$ cat src/rtl/keypad_emulator_if.sv
// Key-code stream handshake between a stimulus source and the keypad emulator.
// A transfer occurs on a clock edge where key_valid and key_ready are both high.
interface keypad_emulator_if;
  logic       key_valid;
  logic [3:0] key_code;
  logic       key_ready;

  modport master (output key_valid, output key_code, input key_ready);
  modport slave  (input key_valid, input key_code, output key_ready);
endinterface

$ cat src/rtl/keypad_emulator.sv
// Emulates a 4x3 matrix keypad: queued key codes are pressed and released one
// at a time by answering the scanner's row drive on the column return lines.
module keypad_emulator #(
  parameter int FIFO_DEPTH     = 8,
  parameter int PRESS_CYCLES   = 2000000,
  parameter int RELEASE_CYCLES = 2000000,
  parameter int CNT_WIDTH      = 22
) (
  input  logic                clk,
  input  logic                rstn,
  keypad_emulator_if.slave    key_if,
  input  logic [3:0]          i_keyboard_rows,
  output logic [2:0]          o_keyboard_cols,
  output logic                o_busy,
  output logic [3:0]          o_active_key,
  output logic                o_drop_err
);

  localparam int                   AW           = $clog2(FIFO_DEPTH);
  localparam logic [3:0]           NO_KEY       = 4'hF;
  localparam logic [CNT_WIDTH-1:0] PRESS_LOAD   = CNT_WIDTH'(PRESS_CYCLES - 1);
  localparam logic [CNT_WIDTH-1:0] RELEASE_LOAD = CNT_WIDTH'(RELEASE_CYCLES - 1);

  typedef enum logic [1:0] {
    ST_IDLE,
    ST_PRESS,
    ST_RELEASE
  } state_t;

  // Key-code FIFO: one extra pointer bit distinguishes full from empty.
  logic [3:0]          r_mem [FIFO_DEPTH];
  logic [AW:0]         r_wr_ptr;
  logic [AW:0]         r_rd_ptr;
  logic                r_drop_err;
  logic                w_empty;
  logic                w_full;
  logic                w_xfer;
  logic                w_code_ok;
  logic                w_push;
  logic                w_pop;
  logic [3:0]          w_head;

  state_t              r_state;
  state_t              w_state_nxt;
  logic [CNT_WIDTH-1:0] r_timer;
  logic [CNT_WIDTH-1:0] w_timer_nxt;
  logic [3:0]          r_active_key;
  logic [3:0]          w_active_nxt;
  logic [1:0]          w_row_idx;
  logic [1:0]          w_col_idx;

  assign w_empty   = (r_wr_ptr == r_rd_ptr);
  assign w_full    = (r_wr_ptr[AW] != r_rd_ptr[AW]) &&
                     (r_wr_ptr[AW-1:0] == r_rd_ptr[AW-1:0]);
  assign w_xfer    = key_if.key_valid && !w_full;
  assign w_code_ok = (key_if.key_code < 4'd12);
  assign w_push    = w_xfer && w_code_ok;
  assign w_head    = r_mem[r_rd_ptr[AW-1:0]];

  assign key_if.key_ready = !w_full;

  always_ff @(posedge clk) begin
    if (!rstn) begin
      r_wr_ptr   <= '0;
      r_rd_ptr   <= '0;
      r_drop_err <= 1'b0;
    end else begin
      if (w_push) r_wr_ptr <= r_wr_ptr + (AW+1)'(1);
      if (w_pop)  r_rd_ptr <= r_rd_ptr + (AW+1)'(1);
      r_drop_err <= w_xfer && !w_code_ok;
    end
  end

  // NOTE: the storage array is deliberately not reset; the pointers alone say
  // which entries are valid, so clearing it would only cost reset fan-out.
  always_ff @(posedge clk) begin
    if (w_push) r_mem[r_wr_ptr[AW-1:0]] <= key_if.key_code;
  end

  always_ff @(posedge clk) begin
    if (!rstn) begin
      r_state      <= ST_IDLE;
      r_timer      <= '0;
      r_active_key <= NO_KEY;
    end else begin
      r_state      <= w_state_nxt;
      r_timer      <= w_timer_nxt;
      r_active_key <= w_active_nxt;
    end
  end

  // NOTE: every output of this block gets a default first, so no path through
  // the case statement can leave a value unassigned and infer a latch.
  always_comb begin
    w_state_nxt  = r_state;
    w_timer_nxt  = r_timer;
    w_active_nxt = r_active_key;
    w_pop        = 1'b0;
    case (r_state)
      ST_IDLE: begin
        if (!w_empty) begin
          w_pop        = 1'b1;
          w_active_nxt = w_head;
          w_timer_nxt  = PRESS_LOAD;
          w_state_nxt  = ST_PRESS;
        end
      end
      ST_PRESS: begin
        if (r_timer == '0) begin
          w_timer_nxt = RELEASE_LOAD;
          w_state_nxt = ST_RELEASE;
        end else begin
          w_timer_nxt = r_timer - CNT_WIDTH'(1);
        end
      end
      ST_RELEASE: begin
        if (r_timer == '0) begin
          w_active_nxt = NO_KEY;
          w_state_nxt  = ST_IDLE;
        end else begin
          w_timer_nxt = r_timer - CNT_WIDTH'(1);
        end
      end
      default: w_state_nxt = ST_IDLE;
    endcase
  end

  // Column return is combinational so it answers the current scan step.
  assign w_row_idx = 2'(r_active_key / 4'd3);
  assign w_col_idx = 2'(r_active_key % 4'd3);

  always_comb begin
    o_keyboard_cols = 3'b111;
    if (rstn && (r_state == ST_PRESS)) begin
      o_keyboard_cols[w_col_idx] = i_keyboard_rows[w_row_idx];
    end
  end

  assign o_busy       = (r_state != ST_IDLE) || !w_empty;
  assign o_active_key = r_active_key;
  assign o_drop_err   = r_drop_err;

endmodule

$ cat src/flat_wrapper.sv
// flat-port wrapper written by rule: the top's interface ports become plain ports
module keypad_emulator_flat 
#(
  parameter int FIFO_DEPTH     = 8,
  parameter int PRESS_CYCLES   = 2000000,
  parameter int RELEASE_CYCLES = 2000000,
  parameter int CNT_WIDTH      = 22
)
  (clk, rstn, i_keyboard_rows, o_keyboard_cols, o_busy, o_active_key, o_drop_err, key_if_key_valid, key_if_key_code, key_if_key_ready);
  keypad_emulator_if key_if_i ();
  input  logic clk;
  input  logic rstn;
  input  logic [3:0] i_keyboard_rows;
  output logic [2:0] o_keyboard_cols;
  output logic o_busy;
  output logic [3:0] o_active_key;
  output logic o_drop_err;
  input wire logic [$bits(key_if_i.key_valid)-1:0] key_if_key_valid;
  input wire logic [$bits(key_if_i.key_code)-1:0] key_if_key_code;
  output wire logic [$bits(key_if_i.key_ready)-1:0] key_if_key_ready;
  assign key_if_i.key_valid = key_if_key_valid;
  assign key_if_i.key_code = key_if_key_code;
  assign key_if_key_ready = key_if_i.key_ready;
  keypad_emulator #(.FIFO_DEPTH(FIFO_DEPTH), .PRESS_CYCLES(PRESS_CYCLES), .RELEASE_CYCLES(RELEASE_CYCLES), .CNT_WIDTH(CNT_WIDTH)) u_core (.clk(clk), .rstn(rstn), .key_if(key_if_i), .i_keyboard_rows(i_keyboard_rows), .o_keyboard_cols(o_keyboard_cols), .o_busy(o_busy), .o_active_key(o_active_key), .o_drop_err(o_drop_err));
endmodule
$ cat config.mk
export PLATFORM = sky130hd
export DESIGN_NAME = keypad_emulator_flat
export DESIGN_NICKNAME = d
export VERILOG_FILES = /design/src/rtl/keypad_emulator_if.sv /design/src/rtl/keypad_emulator.sv /design/src/flat_wrapper.sv
export SDC_FILE = /design/constraint.sdc
export NUM_CORES = 1
export LEC_CHECK = 0
export BUFFER_PORTS_ARGS = -buffer_cell sky130_fd_sc_hd__buf_2
export CAP_MARGIN = 15
export CELL_PAD_IN_SITES_DETAIL_PLACEMENT = 2
export CELL_PAD_IN_SITES_GLOBAL_PLACEMENT = 2
export CORE_MARGIN = 3
export CORE_UTILIZATION = 36
export DETAILED_ROUTE_END_ITERATION = 12
export PLACE_DENSITY = 0.85
export SYNTH_ARGS = -nofsm -noshare
export SYNTH_HDL_FRONTEND = slang
export SYNTH_SLANG_ARGS = --single-unit
export TNS_END_PERCENT = 100
$ cat constraint.sdc
create_clock -name clk -period 2.5 [get_ports clk]
set_input_delay 0.125 -clock clk [delete_from_list [all_inputs] [get_ports clk]]
set_output_delay 0.125 -clock clk [all_outputs]
set_load 0.1 [all_outputs]
==> summary.txt, run 1 <==
Final Critical Period: 2.881 ns
failing checks: negative setup slack
VDD IR max: 0.6196 mV
vias in the first global route: 3423
Synth Instances: 347
Post-CTS Hold Buffers: 0
Fin Clk Skew: 0.01619 ns
WL/cell: 24.75 um
top-level I/O count: 21
share of post-route cells with drive strength above 1: 0.3342
area growth from synthesis to layout: 27.34%
Crit. End Element: output port
Filler cells: 996
worst min path class: primary input to flip-flop
ys async rst share: 0
CTS clk-pin slew, worst paths: 0.08 ns
Initial Utilization: 0.3809
GPL Wtd Cong: 0.8061
top cells by area, synth: edfxtp_1 27%, dfxtp_1 22%, mux4_2 5.0%
Post-route DRC: 0
Setup crit start kind: flip-flop
Num Clock Sinks: 72
Post-synth top cells: 40 x dfxtp_1, 36 x nor2_1, 32 x edfxtp_1
grt ovf: 0
highest attainable clock frequency: 0.3471 GHz
CTS Buf Count: 9
most common cell in the netlist: dfxtp_1
Setup Total Neg Slack: -1.168 ns
pwr dens: 1363 mW/mm2
initial antenna violation count: 0
later-pin clock latency in the skew report: 0.37 ns
final net count: 424
Worst EP arrival: 2.76 ns
worst-path cell chain: nand2b_4, inv_2, ha_4, inv_2, ha_4, and2_4, a21oi_4, inv_2, ha_4, a21oi_4, mux2_4, o22ai_4, buf_6, nand2_4, buf_12
worst slack at placement: -0.1620 ns
drt initial violations: 138
register bit total from synthesis: 72
RSZ-0062 raised after global routing: yes
CTS HTree Levels: 3
Synth top area share: 0.2655
unique cell type count in the Yosys netlist: 54
Die H: 106.3 um
EDFF count, synth: 32
Slew HR: 0.5816
Final Util: 0.4851
die area: 0.01129 mm2
core area: 0.009503 mm2
width of the die: 106.3 um
Placed Instances: 513
Slew Viols, Final: 0
critical path required time: 2.38 ns
Routed Antenna Nets: 0
Setup CP Type: flip-flop to output port
slowest CP cell: dfxtp_4
CTS Root Cell: clkbuf_8
syn avg cell area: 10.43 um2
cell row count: 35
clk buf depth: 2
worst-path fanout max: 3
via density per instance: 5.793
outcome: finished, violations left
post-DP HPWL: 8583 um
Final period util: 1.153
Yosys Warn Count: 0
IO buf count: 20
crit-path max cell delay: 0.35 ns
Fin. Hold Viols: 0
pin count of the biggest net entering global routing: 30
first-pass GRT wire length: 19510 um
Synth Net Count: 369
Final setup viols: 5
leading area contributor after synthesis: edfxtp_1
final WL: 13260 um
sequential share of the synthesized area: 0.4867
Pleak: 1.746 nW
final non-filler cell total: 536
Syn Std Cell Area: 0.003620 mm2
setup ws final: -0.3814 ns
ant diodes: 0
Pre-antenna DRT Iters: 4
CTS tree: yes
max cap viols: 0
GRT Util Overall: 0.2253
Worst Max-Slew Pin Slew: 0.6224 ns
via count: 3105
Top FF cell, synth: dfxtp_1
## report_power, final
| part | leakage, nW | switching [mW] | internal, mW |
|---|---|---|---|
| Combinational | 1.04 | 2.19 | 1.46 |
| Sequential | 0.618 | 0.299 | 1.44 |
| Clock | 0.0862 | 0.520 | 0.369 |
| Total | 1.75 | 3.01 | 3.27 |
## through the flow
step / hold WS [ns] / power [mW] / instance area [um2]
final: 0.06001 / 6.281 / 4609
after global routing: 0.05741 / 6.615 / 4609
after CTS: 0.05016 / 5.915 / 4503
after detailed placement: 0.4227 / 4.802 / 4195
after global placement: 0.4008 / 4.541 / 4195
after floorplan: 0.2239 / 3.793 / 3724
## cell type report
type	instances	area (um2)	share of cell area
clock buffer	9	123.9	0.02687
clock inverter	7	55.05	0.01194
inverter	16	60.06	0.01303
multi-input combinational	244	1992	0.4321
sequential	72	1775	0.3852
tap	129	161.4	0.03502
timing repair buffer	59	441.7	0.09582
## placed cells by master, fill, tap and decap left out, types with 4 or more instances in the layout
| master | instances |
|---|---|
| buf_4 | 38 |
| dfxtp_1 | 35 |
| edfxtp_1 | 32 |
| nor2_1 | 31 |
| a21oi_1 | 19 |
| buf_2 | 17 |
| o21ai_0 | 14 |
| inv_1 | 13 |
| nand2_1 | 13 |
| xor2_1 | 12 |
| and2_1 | 10 |
| a31oi_1 | 9 |
| clkbuf_8 | 9 |
| nor3_1 | 8 |
| mux4_2 | 8 |
| nor2b_1 | 8 |
| ha_1 | 8 |
| nand3_1 | 7 |
| nand4_1 | 7 |
| o21ai_1 | 6 |
| nor2_2 | 5 |
| a21o_1 | 5 |
| xnor2_1 | 5 |
| nand2b_1 | 4 |
## routing by layer
metal  GRT usage  vias up  part of all wire  wire, um
met3     0.03157       28             0.043       565
met4     0.08418        0             0.029       388
met1      0.2597     1602              0.42      5525
li1            -     1381                 -         -
met2      0.4195       94              0.51      6785
met5           0        -                 0         0
## cells by family (layout without fill, tap and decap cells)
| kind of cell | after synthesis | in the layout | share of synthesized area |
|---|---|---|---|
| AND/OR/NAND/NOR | 127 | 127 | 0.1991 |
| multiplexers | 15 | 15 | 0.07051 |
| AO/OA/AOI/OAI | 72 | 73 | 0.1269 |
| XOR/XNOR | 18 | 18 | 0.04355 |
| buffers and inverters | 32 | 91 | 0.03526 |
| adder cells (fa/ha/maj) | 11 | 11 | 0.03802 |
| flip-flops | 72 | 72 | 0.4867 |
## state kept, by name, summed over array words and instances (netlist names), named ones only
| register | flops |
|---|---|
| u_core.o_active_key | 4 |
| u_core.o_drop_err | 1 |
| u_core.r_mem | 32 |
| u_core.r_rd_ptr | 4 |
| u_core.r_state | 2 |
| u_core.r_timer | 22 |
| u_core.r_wr_ptr | 4 |
## repair_timing
action | 4_1_cts | 5_1_grt
setup buffers | 4 | 2
pin swaps | 2 | 7
gates cloned | 0 | 1
setup endpoints to repair | 17 | 44
gates resized for setup | 24 | 14
## worst max-delay path: cells and delay by family, from the launching register on
family                   cells  cell delay [ns]
AO/OA/AOI/OAI                3             0.46
multiplexers                 1             0.32
adder cells (fa/ha/maj)      3             0.46
flip-flops                   1             0.35
AND/OR/NAND/NOR              3             0.33
buffers and inverters        5             0.48
## worst paths after layout
check                                                  endpoint  depth (start not counted)  slack (ns)                           startpoint
worst max-delay path                         o_keyboard_cols[0]                         15       -0.38  u_core.o_active_key[3]$_SDFFE_PN1P_
worst max register to register  u_core.r_timer[15]$_SDFFE_PN0P_                          8       -0.06       u_core.r_timer[7]$_SDFFE_PN0P_
worst min-delay path               u_core.r_mem[3][1]$_DFFE_PP_                          1        0.06                   key_if_key_code[1]
worst min register to register   u_core.r_timer[5]$_SDFFE_PN0P_                          2        0.50       u_core.r_timer[5]$_SDFFE_PN0P_
No activity file was read; power rests on OpenSTA's default activity.
==> inputs of run 2 (changes only) <==
--- a/config.mk
+++ b/config.mk
@@ -5,14 +5,15 @@
 export SDC_FILE = /design/constraint.sdc
 export NUM_CORES = 1
 export LEC_CHECK = 0
+export ABC_AREA = 1
 export BUFFER_PORTS_ARGS = -buffer_cell sky130_fd_sc_hd__buf_2
 export CAP_MARGIN = 15
 export CELL_PAD_IN_SITES_DETAIL_PLACEMENT = 2
 export CELL_PAD_IN_SITES_GLOBAL_PLACEMENT = 2
 export CORE_MARGIN = 3
-export CORE_UTILIZATION = 36
+export CORE_UTILIZATION = 33
 export DETAILED_ROUTE_END_ITERATION = 12
-export PLACE_DENSITY = 0.85
+export PLACE_DENSITY = 0.86
 export SYNTH_ARGS = -nofsm -noshare
 export SYNTH_HDL_FRONTEND = slang
 export SYNTH_SLANG_ARGS = --single-unit
==> summary.txt, run 2 <==
outcome: finished, final reports clean
CTS Root Cell: clkbuf_16
max reg flops: 32
EDFF count, synth: 32
worst min path class: primary input to flip-flop
Yosys Warn Count: 0
commonest cells after routing, fill and taps aside: 127 x nand2_1, 79 x nor2_1, 53 x nand3_1, 45 x inv_1, 35 x dfxtp_1
CTS HTree Levels: 3
Synth top area share: 0.2437
core area: 0.01156 mm2
ant diodes: 0
vias in the first global route: 4141
clk buf depth: 2
syn avg cell area: 7.611 um2
CTS tree: yes
Final setup viols: 0
Num Clock Sinks: 72
commonest non-fill, non-tap cell in the layout: nand2_1
register bit total from synthesis: 72
Post-route DRC: 0
first-pass GRT wire length: 21010 um
grt ovf: 0
Metal-1 WL: 5125 um
Pre-antenna DRT Iters: 4
highest attainable clock frequency: 0.4049 GHz
max cap viols: 0
GPL Wtd Cong: 0.8098
Crit. End Element: output port
Fin Clk Skew: 0.007183 ns
Setup crit start kind: flip-flop
Synth Instances: 518
Fin. Hold Viols: 0
met2 wire len: 6854 um
CTS clk-pin slew, worst paths: 0.06 ns
WL met3: 309 um
crit-path max cell delay: 0.36 ns
GRT Util Overall: 0.2062
worst-path fanout max: 5
critical path required time: 2.38 ns
Final Util: 0.4041
area growth from synthesis to layout: 18.53%
pin count of the biggest net entering global routing: 24
Setup CP Type: flip-flop to output port
drt initial violations: 144
Worst Max-Slew Pin Slew: 0.5356 ns
slowest CP cell: dfxtp_4
Slew HR: 0.6416
CTS Buf Count: 9
Pleak: 1.952 nW
ys async rst share: 0
pwr dens: 1405 mW/mm2
Syn Std Cell Area: 0.003943 mm2
Die H: 115.3 um
CP bufs+invs: 4
RSZ-0062 raised after global routing: yes
unique cell type count in the Yosys netlist: 33
leading area contributor after synthesis: edfxtp_1
initial antenna violation count: 0
Synth Net Count: 540
sequential share of the synthesized area: 0.4468
via density per instance: 5.164
final net count: 568
top-level I/O count: 21
post-DP HPWL: 9301 um
IO buf count: 20
top cells by area, synth: edfxtp_1 24%, dfxtp_1 20%, nand2_1 13%
Initial Utilization: 0.3409
cell row count: 39
final WL: 12710 um
uppermost routed layer: met4
later-pin clock latency in the skew report: 0.35 ns
Tot Pwr: 6.566 mW
share of post-route cells with drive strength above 1: 0.1942
Worst EP arrival: 2.34 ns
Final period util: 0.9879
Slew Viols, Final: 0
via count: 3584
Routed Antenna Nets: 0
VDD IR max: 0.3957 mV
worst-path cell chain: inv_4, nor2_4, ha_4, inv_2, ha_4, nand3_2, o21ai_2, ha_2, inv_4, nand3_4, nand2_2, nand3_2, nand2_2, nand3b_1, buf_12
Top FF cell, synth: dfxtp_1
most common cell in the netlist: nand2_1
Setup Total Neg Slack: 0 ns
Top Family by Delay on Critical Path: simple AND/OR/NAND/NOR gates
width of the die: 115.3 um
die area: 0.01329 mm2
Post-synth top cells: 133 x nand2_1, 81 x nor2_1, 58 x nand3_1
Final Critical Period: 2.470 ns
WL/cell: 18.31 um
## run 2: cell count changes in the layout (fill, tap and decap cells not counted), moves of 8 or more
cell,change
nand3_2,+11
nor2_1,+48
clkbuf_8,-9
clkbuf_16,+9
nor2b_1,-8
mux4_2,-8
inv_1,+32
and2_1,-9
xor2_1,-8
nand2_2,+9
a31oi_1,-9
nand2_1,+114
buf_4,-31
nand3_1,+46
## run 2: power by group
group	internal (mW)	total [mW]	switching [mW]
sequential	1.46	1.72	0.257
combinational	1.04	3.50	2.46
clock	0.784	1.35	0.565
total	3.28	6.57	3.29
## run 2: cells by family after synthesis
kind of cell / after synthesis / synth area share
xor+xnor: 4 / 0.008885
fa+ha+maj: 11 / 0.03491
flops: 72 / 0.4468
simple gates: 315 / 0.3710
compound gates: 49 / 0.06633
buf+inv: 67 / 0.07204
## run 2: final timing paths
check	end	start	cells past startpoint	slack [ns]
setup / recovery	o_keyboard_cols[0]	u_core.o_active_key[2]$_SDFFE_PN1P_	15	0.03
hold / removal	u_core.o_drop_err$_SDFF_PN0_	key_if_key_valid	3	0.08
setup reg to reg	u_core.r_mem[1][3]$_DFFE_PP_	u_core.r_wr_ptr[0]$_SDFFE_PN0P_	8	0.33
hold reg to reg	u_core.r_rd_ptr[3]$_SDFFE_PN0P_	u_core.r_rd_ptr[3]$_SDFFE_PN0P_	2	0.49
## run 2: cell type report
class                           instances  area, um2
Fill cell                            1320       6892
Multi-Input combinational cell        379       1999
Sequential cell                        72       1775
Clock buffer                            9      225.2
Inverter                               57      219.0
Timing Repair Buffer                   27      197.7
Tap cell                              143      178.9
Clock inverter                          7      77.57
## run 2: metrics by stage
stage               instance area, um2  setup slack [ns]  hold slack, ns  std cells
floorplan                         3991           -0.1893          0.2239        518
global placement                  4268            0.4013          0.4084        674
detailed placement                4268            0.1972          0.4367        674
CTS                               4658          -0.01285         0.07753        693
global route                      4673           -0.1326         0.08495        694
finish                            4673           0.03016         0.08237        694
## run 2: worst reg2reg max path, stage by stage, from the launching register on
cell      delay [ns]
dfxtp_1         0.46
inv_2           0.08
nand2_1         0.09
a21oi_2         0.10
nand3b_1        0.18
nand3_2         0.20
inv_2           0.16
nand2_1         0.11
nor2_1          0.44
## run 2: timing repair
item | in CTS | in global routing
hold buffers | 0 | 0
resized for setup | 15 | 2
buffers inserted | 3 | 1
pin swaps | 7 | 7
setup endpoints to repair | 3 | 3
## run 2: metal layers
metal  GRT usage  vias up
li1            -     1734
met4     0.08920        0
met1      0.2211     1764
met2      0.3889       56
met5           0        -
met3     0.04105       30
